## src/rtl/input_module_16to304.sv

```systemverilog
// Receive-side deserializer: gathers NUM_CHUNKS narrow chunks (most-significant
// chunk first) into one wide symbol word, then holds that word until the
// downstream side takes it. Chunk-side and word-side valid/ready handshakes,
// plus a one-cycle done pulse for each word delivered.
module input_module_16to304 #(
    parameter  int CHUNK_W    = 16,
    parameter  int NUM_CHUNKS = 19,
    localparam int WORD_W     = CHUNK_W * NUM_CHUNKS
) (
    input  logic              clk,
    input  logic              reset,
    input  logic              valid_in,
    output logic              ready_out,
    input  logic [CHUNK_W-1:0] data_in,
    input  logic              abort,
    output logic [WORD_W-1:0] data_out,
    output logic              valid_out,
    input  logic              ready_in,
    output logic              done,
    output logic [4:0]        chunk_count
);

    // The final chunk is taken straight from data_in when the word completes,
    // so only the first NUM_CHUNKS-1 chunks need to be stored.
    localparam int SHREG_W  = WORD_W - CHUNK_W;
    localparam logic [4:0] LAST_IDX = 5'(NUM_CHUNKS - 1);

    typedef enum logic [1:0] {
        IDLE    = 2'd0,
        COLLECT = 2'd1,
        HOLD    = 2'd2
    } state_t;

    state_t              state_reg, state_next;
    logic [SHREG_W-1:0]  shreg_reg, shreg_next;
    logic [4:0]          count_reg, count_next;
    logic [WORD_W-1:0]   data_out_reg, data_out_next;
    logic                valid_reg, valid_next;
    logic                done_reg, done_next;

    logic [WORD_W-1:0]   shifted;
    logic                accept;

    // Incoming chunk enters at the bottom; earlier chunks move toward the MSBs.
    assign shifted = {shreg_reg, data_in};

    // Back-pressure while a finished word waits; never ready while in reset.
    assign ready_out = reset && (state_reg != HOLD);
    assign accept    = valid_in && ready_out;

    assign data_out    = data_out_reg;
    assign valid_out   = valid_reg;
    assign done        = done_reg;
    assign chunk_count = count_reg;

    // State and datapath registers, cleared asynchronously by reset.
    always_ff @(posedge clk or negedge reset) begin
        if (!reset) begin
            state_reg    <= IDLE;
            shreg_reg    <= '0;
            count_reg    <= '0;
            data_out_reg <= '0;
            valid_reg    <= 1'b0;
            done_reg     <= 1'b0;
        end else begin
            state_reg    <= state_next;
            shreg_reg    <= shreg_next;
            count_reg    <= count_next;
            data_out_reg <= data_out_next;
            valid_reg    <= valid_next;
            done_reg     <= done_next;
        end
    end

    // Next-state logic: collect chunks, complete a word, hand it off.
    always_comb begin
        state_next    = state_reg;
        shreg_next    = shreg_reg;
        count_next    = count_reg;
        data_out_next = data_out_reg;
        valid_next    = valid_reg;
        done_next     = 1'b0;

        case (state_reg)
            IDLE, COLLECT: begin
                if (abort) begin
                    // Abort wins over a simultaneous chunk; that chunk is dropped.
                    state_next = IDLE;
                    shreg_next = '0;
                    count_next = '0;
                end else if (accept) begin
                    shreg_next = shifted[SHREG_W-1:0];
                    if (count_reg == LAST_IDX) begin
                        data_out_next = shifted;
                        valid_next    = 1'b1;
                        count_next    = '0;
                        state_next    = HOLD;
                    end else begin
                        count_next = count_reg + 5'd1;
                        state_next = COLLECT;
                    end
                end
            end
            HOLD: begin
                // Abort is ignored here: a completed word is always delivered.
                if (ready_in) begin
                    valid_next = 1'b0;
                    done_next  = 1'b1;
                    state_next = IDLE;
                end
            end
            default: begin
                state_next = IDLE;
            end
        endcase
    end

endmodule

```

## config.mk

```make
export PLATFORM = sky130hd
export DESIGN_NAME = input_module_16to304
export DESIGN_NICKNAME = d
export VERILOG_FILES = /design/src/rtl/input_module_16to304.sv
export SDC_FILE = /design/constraint.sdc
export NUM_CORES = 1
export LEC_CHECK = 0
export ABC_AREA = 1
export ABC_CLOCK_PERIOD_IN_PS = 1360
export CORE_MARGIN = 10
export CORE_UTILIZATION = 25
export DETAILED_ROUTE_END_ITERATION = 12
export HOLD_SLACK_MARGIN = 0.12
export PLACE_DENSITY = 0.53
export SYNTH_ARGS = -nofsm -noshare
export SYNTH_HDL_FRONTEND = slang
export SYNTH_SLANG_ARGS = --single-unit
export TNS_END_PERCENT = 30
```

## constraint.sdc

```tcl
create_clock -name clk -period 1.36 [get_ports clk]
set_input_delay 0.272 -clock clk [delete_from_list [all_inputs] [get_ports clk]]
set_output_delay 0.272 -clock clk [all_outputs]
set_load 0.05 [all_outputs]
```

==> summary.md <==
| Metric | Value |
|---|---|
| Status | `finished, violations left` |
| Failing checks | `setup timing` |
| TritonCTS clock tree | `done` |
| Synth top area share | `0.661` |
| YS warnings | `0` |
| Final worst slack | `-0.347 ns` |
| CTS sink cnt | `601` |
| Area of the multi-input gates | `7660 um^2` |
| Initial DRT Pass Iterations | `5` |
| Final Hold Vio Count | `0` |
| Slew HR | `0.446` |
| Routed length per instance | `19.1 um` |
| Die W | `about 320 um` |
| Total power | `a little under 40 mW` |
| Sequential share of the synthesized area | `0.661` |
| Mean Syn Cell Area | `8.86 um^2` |
| First-pass GRT wire length | `116,000 um` |
| Grt total ovfl | `0` |
| Synth Cell Area | `22,700 um^2` |
| Fillers | `8,581` |
| Die height | `between 300 and 400 um` |
| Post-synthesis register bit count | `601` |
| CTS max path bufs | `3` |
| P_sw | `8.72 mW` |
| Max IR drop VDD | `0.690 mV` |
| Row count | `110` |
| Core Util, Final | `0.406` |
| Total Negative Setup Slacks | `-192.08 ns` |
| CTS buffer count | `72` |
| Hold_ws | `0.232 ns` |
| Placed cell count | `4,058` |
| Hold Crit Class | `input port to flip-flop` |
| DP Area | `31,300 um^2` |
| GRT Total Usage | `0.147` |
| Vias after detailed routing | `between 15,000 and 20,000` |
| Cell Int Power | `30.2 mW` |
| WS Path Type | `flip-flop to flip-flop` |
| Slew @ Worst Pin | `0.831 ns` |
| Die area | `103,000 um^2` |
| RePlAce Congestion | `0.787` |
| CP arrival | `between 2 and 2.5 ns` |
| Setup Viol. Count Final | `1,075` |
| H-tree Lvls | `3` |
| Switching part of the total power | `0.224` |
| Largest register FFs | `304` |
| Post-synth top area cell | `dfrtp_1` |
| Leak pwr | `between 15 and 20 nW` |
| Layout cells sized above 1 | `0.262` |
| DRT Wirelength | `around 82,000 um` |
| Vias in the first global route | `18,300` |
| Initial antenna violation count | `0` |
| Crit end category | `flip-flop` |
| Cells after synthesis | `2,568` |
| Starting DRT DRC Count | `1,364` |
| Core ar. | `90,100 um^2` |
| PD cells | `approximately 1100 nW/um^2` |
| Combinational Power Share | `0.034` |
| Leading cell types in the layout, fill and taps excluded | `nand2_1 (1,636), dfrtp_1 (597), buf_12 (366)` |
| Syn nets | `2,591` |
| Critical Path Start Type | `flip-flop` |
| Setup WS pre-CTS | `-0.615 ns` |
| Initial core utilization | `0.252` |
| Seq pwr share | `0.462` |
| Layout Cells excl Fill | `4,282` |
| Detail Route Antenna Nets | `0` |
| RSZ-0062 raised after global routing | `true` |
| Max Fclk | `586 MHz` |
| Most common cell after layout, fill and taps aside | `nand2_1` |
| Reg area | `15,000 um^2` |
| Port Buf Inserts | `332` |
| Clk_lat worst skew | `0.61 ns` |
| Area grow syn2layout | `60.9%` |
| Top Ports | `333` |
| Clk pwr share | `0.504` |
| Tcrit/Tclk final | `1.26` |
| Clock skew | `about 0.024 ns` |
| Final Net Count | `between 3,000 and 4,000` |
| Min cycle time layout | `1.71 ns` |
| WP data required | `1.85 ns` |
| Dpl hpwl | `50,700 um` |
| Clk slew on worst S/H paths | `0.06 ns` |
| Top cells by area, synth | `dfrtp_1 (66%), nand2_1 (30%), buf_2 (2.2%)` |
| Post-route DRC | `0` |
| Largest net degree at the start of global routing | `136` |
| Final Slew Violations | `0` |
| Synth unique cells | `19` |
| Max Cap Violations | `0` |
| Design Area, Final | `36,600 um^2` |
| Clock Root Buffer | `clkbuf_16` |
| Drt via density | `roughly 4.2` |
| Crit-path max FO | `8` |
==> per-layer routing <==
| metal | global-route usage | routed length [um] |
|---|---|---|
| met1 | 0.190 | 35800 |
| met2 | 0.237 | 39200 |
| met3 | 0.0383 | 5050 |
| met4 | 0.0448 | 1760 |
| met5 | 0 | 0 |
==> synthesized netlist by cell type <==
master and number:
inv_1 9, nand3_2 1, nand3b_1 1, ha_1 2, a21boi_0 1, nor2_1 3, nor2_4 3, buf_6 3
nand4_1 3, nand2_2 1, buf_4 23, nand2_1 1798, buf_2 99, nand3_1 8, dfrtp_1 601, clkbuf_1 6
inv_2 2, o21ai_0 3, nand2_4 1
==> cell families after synthesis <==
family | Yosys count | share of synthesized area
AND/OR/NAND/NOR | 1819 | 0.303
AO/OA/AOI/OAI | 4 | 0.000990
adder cells (fa/ha/maj) | 2 | 0.00110
flip-flops | 601 | 0.661
buffers and inverters | 142 | 0.0337
==> what timing repair did <==
action,in CTS,in global routing
pin swaps,38,70
endpoints found under the hold margin,340,0
setup buffers,25,16
gates resized for setup,82,249
cloned,19,39
hold buffers,3,0
setup endpoints to repair,912,1272
==> final timing paths <==
kind                                             from                    endpoint  slack [ns]  cells past startpoint
max in group asynchronous                       reset    data_out[61]$_DFFE_PN0P_       -0.08                      5
hold / removal                               ready_in              done$_DFF_PN0_        0.23                      3
hold reg to reg            shreg_reg[280]$_DFFE_PN0P_  shreg_reg[280]$_DFFE_PN0P_        0.47                      2
setup reg to reg             state_reg[1]$_DFFE_PN0P_   data_out[276]$_DFFE_PN0P_       -0.35                      9
setup / recovery             state_reg[1]$_DFFE_PN0P_   data_out[276]$_DFFE_PN0P_       -0.35                      9
min in group asynchronous                       reset  shreg_reg[176]$_DFFE_PN0P_        0.64                      4
==> power by group through the flow <==
stage | sequential (mW) | combinational, mW | clock, mW
after floorplan | 18.3 | 0.324 | 0
after global placement | 18.3 | 1.17 | 0
after detailed placement | 18.3 | 1.17 | 0
after CTS | 18.0 | 1.27 | 20.2
after global routing | 18.0 | 1.48 | 20.9
final | 18.0 | 1.34 | 19.6
==> area by class of cell <==
cell class              count  share of cell area
diodes                      1           0.0000684
clock inverters            22             0.00663
inverters                  11             0.00133
multi-input cells        1826               0.209
repair buffers            540               0.272
well taps                1176              0.0402
flip-flops and latches    601               0.411
clock buffers             105              0.0591
==> worst max-delay path: stages (launching register included) <==
cell and delay (ns):
dfrtp_2 0.45, nand2_4 0.10, nand3_4 0.09, nor2_4 0.12, buf_12 0.14, nand2_8 0.16
clkbuf_16 0.25, clkbuf_16 0.17, nand2_1 0.05, nand2_1 0.05
(Power assumes the default switching activity.)
